--- src/rtl/alu_pkg.sv ---
// Shared ALU types: data width, op encoding and the test-vector record.
package alu_pkg;

    localparam int unsigned WIDTH       = 16;
    localparam int unsigned NUM_VECTORS = 16;
    localparam int unsigned IDX_W       = $clog2(NUM_VECTORS);

    typedef enum logic [2:0] {
        OP_ADD    = 3'd0,
        OP_SUB    = 3'd1,
        OP_AND    = 3'd2,
        OP_OR     = 3'd3,
        OP_XOR    = 3'd4,
        OP_SHL    = 3'd5,
        OP_SHR    = 3'd6,
        OP_PASS_B = 3'd7
    } alu_op_t;

    typedef struct packed {
        alu_op_t          op;
        logic [WIDTH-1:0] a;
        logic [WIDTH-1:0] b;
        logic [WIDTH-1:0] y;
        logic             c;
    } alu_vec_t;

endpackage

--- src/rtl/alu_self_test_alu.sv ---
// 16-bit ALU with a registered {y, c} output; carry is the borrow for SUB.
module alu
    import alu_pkg::*;
(
    input  logic             clk,
    input  alu_op_t          op,
    input  logic [WIDTH-1:0] a,
    input  logic [WIDTH-1:0] b,
    output logic [WIDTH-1:0] y,
    output logic             c
);

    logic [WIDTH:0]   res_c;
    logic [WIDTH-1:0] y_q = '0;
    logic             c_q = 1'b0;

    // Combinational result with carry/borrow in the top bit.
    always_comb begin
        res_c = '0;
        case (op)
            OP_ADD:    res_c = {1'b0, a} + {1'b0, b};
            OP_SUB:    res_c = {1'b0, a} - {1'b0, b};
            OP_AND:    res_c = {1'b0, a & b};
            OP_OR:     res_c = {1'b0, a | b};
            OP_XOR:    res_c = {1'b0, a ^ b};
            OP_SHL:    res_c = {1'b0, a << b[3:0]};
            OP_SHR:    res_c = {1'b0, a >> b[3:0]};
            OP_PASS_B: res_c = {1'b0, b};
            default:   res_c = '0;
        endcase
    end

    // Output register.
    always_ff @(posedge clk) begin
        y_q <= res_c[WIDTH-1:0];
        c_q <= res_c[WIDTH];
    end

    assign y = y_q;
    assign c = c_q;

endmodule

--- config.mk ---
export PLATFORM = sky130hd
export DESIGN_NAME = alu
export DESIGN_NICKNAME = d
export VERILOG_FILES = /design/src/rtl/alu_pkg.sv /design/src/rtl/alu_self_test_alu.sv
export SDC_FILE = /design/constraint.sdc
export NUM_CORES = 1
export LEC_CHECK = 0
export ABC_AREA = 1
export BUFFER_PORTS_ARGS = -buffer_cell sky130_fd_sc_hd__buf_2
export CAP_MARGIN = 20
export CORE_ASPECT_RATIO = 0.5
export CORE_MARGIN = 2
export CORE_UTILIZATION = 40
export CTS_CLUSTER_DIAMETER = 200
export DETAILED_ROUTE_END_ITERATION = 8
export GPL_ROUTABILITY_DRIVEN = 0
export GPL_TIMING_DRIVEN = 1
export HOLD_SLACK_MARGIN = 0.08
export SYNTH_ARGS = -nofsm -noshare
export SYNTH_HDL_FRONTEND = slang
export SYNTH_SLANG_ARGS = --single-unit
--- constraint.sdc ---
create_clock -name clk -period 4 [get_ports clk]
set_input_delay 0.8 -clock clk [delete_from_list [all_inputs] [get_ports clk]]
set_output_delay 0.8 -clock clk [all_outputs]
set_load 0.01 [all_outputs]
Word-level counts from Yosys, hierarchy flattened
Cells that the tools add are included.
- register bits after elaboration: 17
- input port bits: 36
- output and inout port bits: 17
- word-level logic and storage cells: 18
- add/sub/neg operators: 2
- equal/unequal tests: 7
- shift operators: 2
- mux-type cells: 1
- bitwise logic cells: 3
- reductions and logical operators: 1
- operators with widths (cell ; count):
    one-hot mux 17 bit (8 select lines) ; 1
    adder 16 x 16 -> 17 bit ; 1
    subtractor 16 x 16 -> 17 bit ; 1
    bitwise AND 16 bit ; 1
    OR 16 bit ; 1
    << shifter 16 x 4 -> 16 bit ; 1
    right shift 16 x 4 -> 16 bit ; 1
    bitwise XOR 16 bit ; 1
    == test 3 bit, second input constant ; 4
    == test 3 x 2 -> 1 bit, second input constant ; 2
    == test 3 x 1 -> 1 bit, second input constant ; 1
    logical NOT 3 bit ; 1

Longest topological paths before layout
Gate-level depths: netlist (run 1).
- depth in word-level cells: 2
- mapped depth: 22

Worst setup path before layout (run 1)
No wires, ideal clock.
- path kind: input-to-reg
- from: input port b[0]
- to: register y_q[15] (netlist: y[15])
- library setup time: 113 ps
- arrival time: 3007 ps
- required time: 3887 ps
- path slack: 879 ps
- cell stages on the path: 21
- buffers on the path: 2
- path through: buf_2 inv_2 buf_4 ha_1 nand2_1 nor3_1 nand4_1 nand2_1 xor2_1 inv_1 ha_1 nand2_1 inv_1 nand2_1 nand2_1 a21oi_1 nand2_1 nand2_1 nand2_1 nand2_1 nand2_1
- word-level cells in the longest chain between the ends: 2
- ends and longest elaborated chain (element ; line ; text):
    from (decl) ; alu_self_test_alu.sv:8 ; input logic [WIDTH-1:0] b,
    subtractor 16 x 16 -> 17 bit (tied with other cells) ; alu_self_test_alu.sv:22 ; OP_SUB: res_c = {1'b0, a} - {1'b0, b};
    one-hot mux 17 bit (8 select lines) (*) ; alu_self_test_alu.sv:20 ; case (op)
    named net res_c[15] ; alu_self_test_alu.sv:13 ; logic [WIDTH:0] res_c;
    to (signal assigned) ; alu_self_test_alu.sv:35 ; y_q <= res_c[WIDTH-1:0];
    to (decl) ; alu_self_test_alu.sv:14 ; logic [WIDTH-1:0] y_q = '0;
Mark *: on every way through the listed nets, which the timed path passes. The rest lies on a longest branch.

Worst setup path after layout (run 1)
- from: input port b[1]
- to: register y_q[9] (netlist: y[9])
Same word-level chain as after synthesis.

==> reports/metrics.cfg, run 1 <==
[status]
status=finished clean

[route]
drt_wl_total_mm=15.5
via_per_inst=5.32
first_pass_iters=6
ant_nets=0
wl_per_cell_um=16.1
drt_iter0_markers=546
vias=5138
remaining_drc_errors=0

[synth]
yosysSeqAreaShare=0.0814
synth_warnings=0
syn_inst=787
syn_area_mm2=0.00418
ys_seq_elements=17
ys_types=32
synth_area_per_cell_um2=5.31
syn_nets=874

[die]
core_area_mm2=0.0102
rows=26
initial_core_util=0.411
dieArea_mm2=0.0113
boundaryPins=53
die_w_um=149
die_y_um=76.3

[clock_tree]
cts_tree=built
cts.sinks=17
cts_setup_buffers=0
postCtsResizedCells=0
root_buffer=clkbuf_16
cts.clk_slew.worst_paths_ns=0.05
hold_buffers=0
htree_num_levels=1
cts_inserted_buffers=3
clockBufferDepth=2

[layout]
final_common_cell=nand2_1
layout_common_cells=nand2_1 (272), nand3_1 (128), inv_1 (99)
multiInputGateArea_mm2=0.00331
seqCellArea_um2=340
syn2layout_area_growth_pct=10.6
drive_gt1_frac=0.102
nFillCells=1134
num_antenna_cells=0
finalNetCount=913

[timing]
period_share=0.810
drv_slew=0
fin_setup_tns_ns=0
finalHoldViolations=0
fmax_mhz=309
period_minus_slack_ns=3.24
rsz0062_at_grt=no
setup_viol=0
tightest_slew_ns=0.927
maxSlewHeadroom=0.377

[worst_setup_path]
crit_start=b[1]
end_kind=flip-flop
required_ns=4.14
start_kind=input port
critPathArrivalTime_ns=3.38
critPathMaxFanout=4
criticalPathCategory=input port to flip-flop
cp-endpoint=y[9]

[grt]
antenna_found_initial=0
grt_pass1_wl_mm=24.4
grt_overflow=0
grt_pass1_vias=4636
grt_max_degree=40
grt_usage=0.275

[flow_run]
max_cap_viol_count=0

[pwr]
power_uw=982
p_leak_uw=0.00266
ir_drop_mv=0.187
power_density_mw_per_mm2=212

[placement]
io_buffer_count=52
dp_hpwl_mm=12.3

[min_path]
hold_class=input port to flip-flop

[layer usage]
| layer | wire [um] | up-vias | global-route usage | part of all wire |
|---|---|---|---|---|
| met5 | 0 | - | 0 | 0 |
| met4 | 528 | 0 | 0.0838 | 0.034 |
| met3 | 1710 | 49 | 0.0832 | 0.11 |
| met2 | 5960 | 249 | 0.395 | 0.38 |
| met1 | 7330 | 2254 | 0.391 | 0.47 |
| li1 | - | 2586 | - | - |
[cell usage after synthesis, drive strengths merged]
library cell,n,area share
a22oi,1,0.0018
buf,22,0.029
ha,50,0.15
and2,1,0.0015
clkbuf,5,0.0045
nor2,83,0.083
inv,104,0.093
o21bai,1,0.0018
nand2,272,0.24
nand3,130,0.16
xnor2,1,0.0021
nor3,7,0.0084
or2,5,0.0075
o21ai,22,0.028
o221ai,1,0.0021
nand4,17,0.025
a21oi,27,0.032
xor2,17,0.036
nand3b,1,0.0018
o211ai,2,0.0036
fa,1,0.0048
dfxtp,17,0.081
[stage by stage]
step | instance area [um^2] | setup WS, ns | utilization | hold WS (ns) | instances
after floorplan | 4180 | 0.879 | - | 0.913 | 787
after global placement | 4540 | 0.598 | 0.446 | 1.18 | 961
after detailed placement | 4540 | 0.580 | 0.446 | 1.17 | 961
after CTS | 4620 | 0.830 | 0.454 | 0.912 | 965
after global routing | 4620 | 0.480 | 0.454 | 0.929 | 965
final | 4620 | 0.761 | 0.454 | 0.928 | 965
[kinds of logic (layout without fill, tap and decap cells)]
kind of cell	Yosys count	in the layout	synth area share
buffers and inverters	131	169	0.127
xor gates and xnor gates	18	18	0.0377
and+or+nand+nor	516	516	0.530
adders and majority gates	51	51	0.154
AOI/OAI and AO/OA	54	54	0.0697
DFF	17	17	0.0814
[how the worst min path moves through the flow]
stage	from	end	slack [ns]	cells after the start
2_1_floorplan	b[3]	y[3]	0.91	2
3_3_place_gp	b[3]	y[3]	1.18	3
3_5_place_dp	b[3]	y[3]	1.17	3
4_1_cts	b[3]	y[3]	0.91	3
5_1_grt	b[3]	y[3]	0.93	3
6_report	b[3]	y[3]	0.93	3
[final cells by class]
| type | instances | share of cell area |
|---|---|---|
| clock buffers | 3 | 0.0162 |
| clock inverters | 1 | 0.00108 |
| inverters | 104 | 0.0844 |
| multi-input cells | 639 | 0.716 |
| flip-flops and latches | 17 | 0.0736 |
| well taps | 140 | 0.0379 |
| repair buffers | 61 | 0.0709 |
[worst max-delay path: stages]
cell     delay (ns)
buf_2          0.10
inv_1          0.06
ha_1           0.20
nand2_1        0.11
nor3_1         0.38
or2_2          0.21
xor2_1         0.15
inv_1          0.06
ha_1           0.36
nand2_1        0.12
nor2_1         0.23
nand3_1        0.18
nand4_1        0.13
nand3_1        0.15
nand2_1        0.11
inv_1          0.04
[report_power, final]
group	switching [uW]	total (uW)	internal [uW]
combinational	390	579	189
clock	65.4	199	134
sequential	6.25	204	197
total	462	982	520
[state kept, by name, indices dropped and copies added (netlist names)]
signal	cells
c	1
y	16
No activity file was read; power rests on OpenSTA's default activity.
==> run 2, diff against run 1 <==
--- a/config.mk
+++ b/config.mk
@@ -5,7 +5,7 @@
 export SDC_FILE = /design/constraint.sdc
 export NUM_CORES = 1
 export LEC_CHECK = 0
-export ABC_AREA = 1
+export ABC_AREA = 0
 export BUFFER_PORTS_ARGS = -buffer_cell sky130_fd_sc_hd__buf_2
 export CAP_MARGIN = 20
 export CORE_ASPECT_RATIO = 0.5
==> constraint.sdc (replaced) <==
create_clock -name clk -period 3.28 [get_ports clk]
set_input_delay 0.656 -clock clk [delete_from_list [all_inputs] [get_ports clk]]
set_output_delay 0.656 -clock clk [all_outputs]
set_load 0.01 [all_outputs]
==> run 2 against run 1 <==
First-iteration DRC count increased by 17%. Setup slack worse by 0.62 ns. Die area shrank 7.6%. Synthesized cell count shrank 33%. Area after synthesis down 8.0%. Highest routed layer unchanged.
==> reports/metrics.cfg, run 2 <==
[pwr]
power_frac_seq=0.180  ; -0.028
power_uw=1370  ; +40%
p_int_uw=771  ; +48%
ir_drop_mv=0.135  ; -28%
comb_power_share=0.622  ; +0.032
p_leak_uw=0.00225  ; -15%
power_density_mw_per_mm2=290  ; +37%
switchingPower_uw=603  ; +30%
switching_share=0.439  ; -0.0318
clock_power_share=0.198  ; -0.005

[grt]
grtUsageMet1=0.413  ; +0.0217
grt_pass1_wl_mm=23.4  ; -4.2%
grt_use_met3=0.0913  ; +0.00803
grt_max_degree=36  ; -10%
grt_usage=0.294  ; +0.0189
grt_busiest_layer=met2
antenna_found_initial=0  ; unchanged
grt_overflow=0  ; unchanged
grt_pass1_vias=4160  ; -10%
use_met2=0.434  ; +0.0389

[synth]
yosysSeqAreaShare=0.0884  ; +0.00704
syn_area_mm2=0.00385  ; -8.0%
syn_inst=530  ; -33%
async_reset_ff_frac=0  ; unchanged
ys_types=69  ; +120%
syn_nets=617  ; -29%
synth_edf_count=0  ; unchanged
post-synth-top-count-cell=nor2_1
yosysTopAreaCell=ha_1
ys_seq_elements=17  ; unchanged
synth_warnings=0  ; unchanged
synth_area_leaders=ha_1 (16%), dfxtp_1 (8.8%), mux2i_1 (5.5%)
netlist.area_leader.share=0.163  ; -0.0816
synth_ff_type=dfxtp_1
synth_area_per_cell_um2=7.26  ; +37%
synth_common_cells=nor2_1 (52), ha_1 (50), nand2_1 (46)

[worst_setup_path]
required_ns=3.48  ; -0.66 ns
crit_family=compound AO/OA/AOI/OAI gates
cp_slowest_cell=nor3_4
start_kind=input port
critPathArrivalTime_ns=3.33  ; -0.05 ns
crit_buf_inv=3  ; -1
criticalPathCategory=input port to flip-flop
end_kind=flip-flop
cp_common_cell=buf_4
critPathMaxFanout=5  ; +1
path_cells=buf_2 > buf_4 > nor3_4 > nor2_1 > xnor2_1 > ha_1 > o21ai_0 > buf_4 > o2111ai_1 > a31o_2 > a221o_1 > a21oi_2 > mux2i_1
critPathMaxStageDelay_ns=0.37  ; about the same

[layout]
final-instance-count-excl-fill=744  ; -23%
layout_common_cells=buf_4 (70), nor2_1 (52), buf_2 (52)
drive_gt1_frac=0.246  ; +0.144
num_antenna_cells=0  ; unchanged
stdcell_area_mm2=0.00474  ; +2.4%
finalNetCount=711  ; -22%
largest_reg_flops=16  ; unchanged
final_common_cell=buf_4
postLayoutCoreUtil=0.505  ; +0.0506
nFillCells=968  ; -15%
syn2layout_area_growth_pct=23.1

[clock_tree]
hold_buffers=0  ; unchanged
cts_setup_buffers=0  ; unchanged
clockBufferDepth=2  ; unchanged
htree_num_levels=1  ; unchanged
cts_inserted_buffers=3  ; unchanged
cts.clk_slew.worst_paths_ns=0.06  ; about the same
root_buffer=clkbuf_16
postCtsResizedCells=0  ; unchanged
cts.sinks=17  ; unchanged
cts_tree=built

[timing]
period_share=0.956
finalHoldViolations=0  ; unchanged
period_minus_slack_ns=3.13
fmax_mhz=319
maxSlewHeadroom=0.182  ; -0.196
drv_slew=0  ; unchanged
rsz0062_at_grt=no
setup_viol=0  ; unchanged
tightest_slew_ns=1.22  ; +0.291 ns

[die]
rows=25  ; -3.8%
core_area_mm2=0.00938  ; -7.8%
die_w_um=143  ; -4.0%
initial_core_util=0.410  ; -0.000533
boundaryPins=53  ; unchanged
dieArea_mm2=0.0105  ; -7.6%
die_y_um=73.4  ; -3.8%

[route]
wl_per_cell_um=20.5  ; +27%
drt_iter0_markers=637  ; +17%
first_pass_iters=5  ; -1
drt_wl_total_mm=15.2  ; -1.9%
vias=4554  ; -11%
remaining_drc_errors=0  ; unchanged
ant_nets=0  ; unchanged
via_per_inst=6.12  ; +15%

[min_path]
hold_class=input port to flip-flop

[placement]
placed_cell_area_mm2=0.00464  ; +2.0%
io_buffer_count=52  ; unchanged
dp_hpwl_mm=11.9  ; -3.5%
place_inst=740  ; -23%

[flow_run]
max_cap_viol_count=0  ; unchanged

[status]
status=finished clean

==> run 2: changes by cell type after synthesis, sizes merged, moves of 11 or more <==
cell    previous run  this run
inv              104        40
a211oi             0        23
xnor2              1        19
nand4             17         2
mux2i              0        21
nand3            130         7
nor2              83        52
mux2               0        13
nand2            272        46
xor2              17         6
a21oi             27        38
o21ai             22        37
==> run 2: cells by family (layout without fill, tap and decap cells) <==
| logic type | Yosys count | after routing | share of synthesized area |
|---|---|---|---|
| adders and majority gates | 51 | 51 | 0.168 |
| DFF | 17 | 17 | 0.0884 |
| buffers and inverters | 74 | 167 | 0.0861 |
| and+or+nand+nor | 142 | 142 | 0.166 |
| AOI/OAI and AO/OA | 185 | 185 | 0.330 |
| xor gates and xnor gates | 25 | 25 | 0.0569 |
| muxes | 36 | 36 | 0.105 |
==> run 2: layout make-up <==
| type | count | area [um^2] | area share |
|---|---|---|---|
| clock inverter | 1 | 7.51 | 0.00158 |
| clock buffer | 3 | 75.1 | 0.0158 |
| tap | 121 | 151 | 0.0320 |
| sequential | 17 | 340 | 0.0718 |
| inverter | 41 | 154 | 0.0325 |
| multi-input combinational | 439 | 3220 | 0.680 |
| timing repair buffer | 122 | 786 | 0.166 |
==> run 2: worst paths after layout <==
check	start	to	slack, ns	cells after the start
setup / recovery	b[1]	c	0.15	13
hold / removal	b[3]	y[11]	0.85	3
==> run 2: stage by stage <==
step	TNS [ns]	hold slack (ns)	worst slack [ns]
floorplan	0	0.911	0.00128
global placement	-0.508	1.05	-0.135
detailed placement	-0.479	1.05	-0.130
CTS	0	0.839	0.118
global route	0	0.873	0.0207
finish	0	0.848	0.145
==> run 2: routing by layer <==
layer  wire (um)  vias to the layer above
met1        6860                     2085
met5           0                        -
met4         405                        0
met3        1820                       47
met2        6140                      283
li1            -                     2139
==> run 2: power groups by stage <==
stage	logic (uW)	clock network, uW	registers (uW)
2_1_floorplan	466	0	273
3_3_place_gp	816	0	252
3_5_place_dp	820	0	252
4_1_cts	826	279	248
5_1_grt	920	285	251
6_report	854	272	247
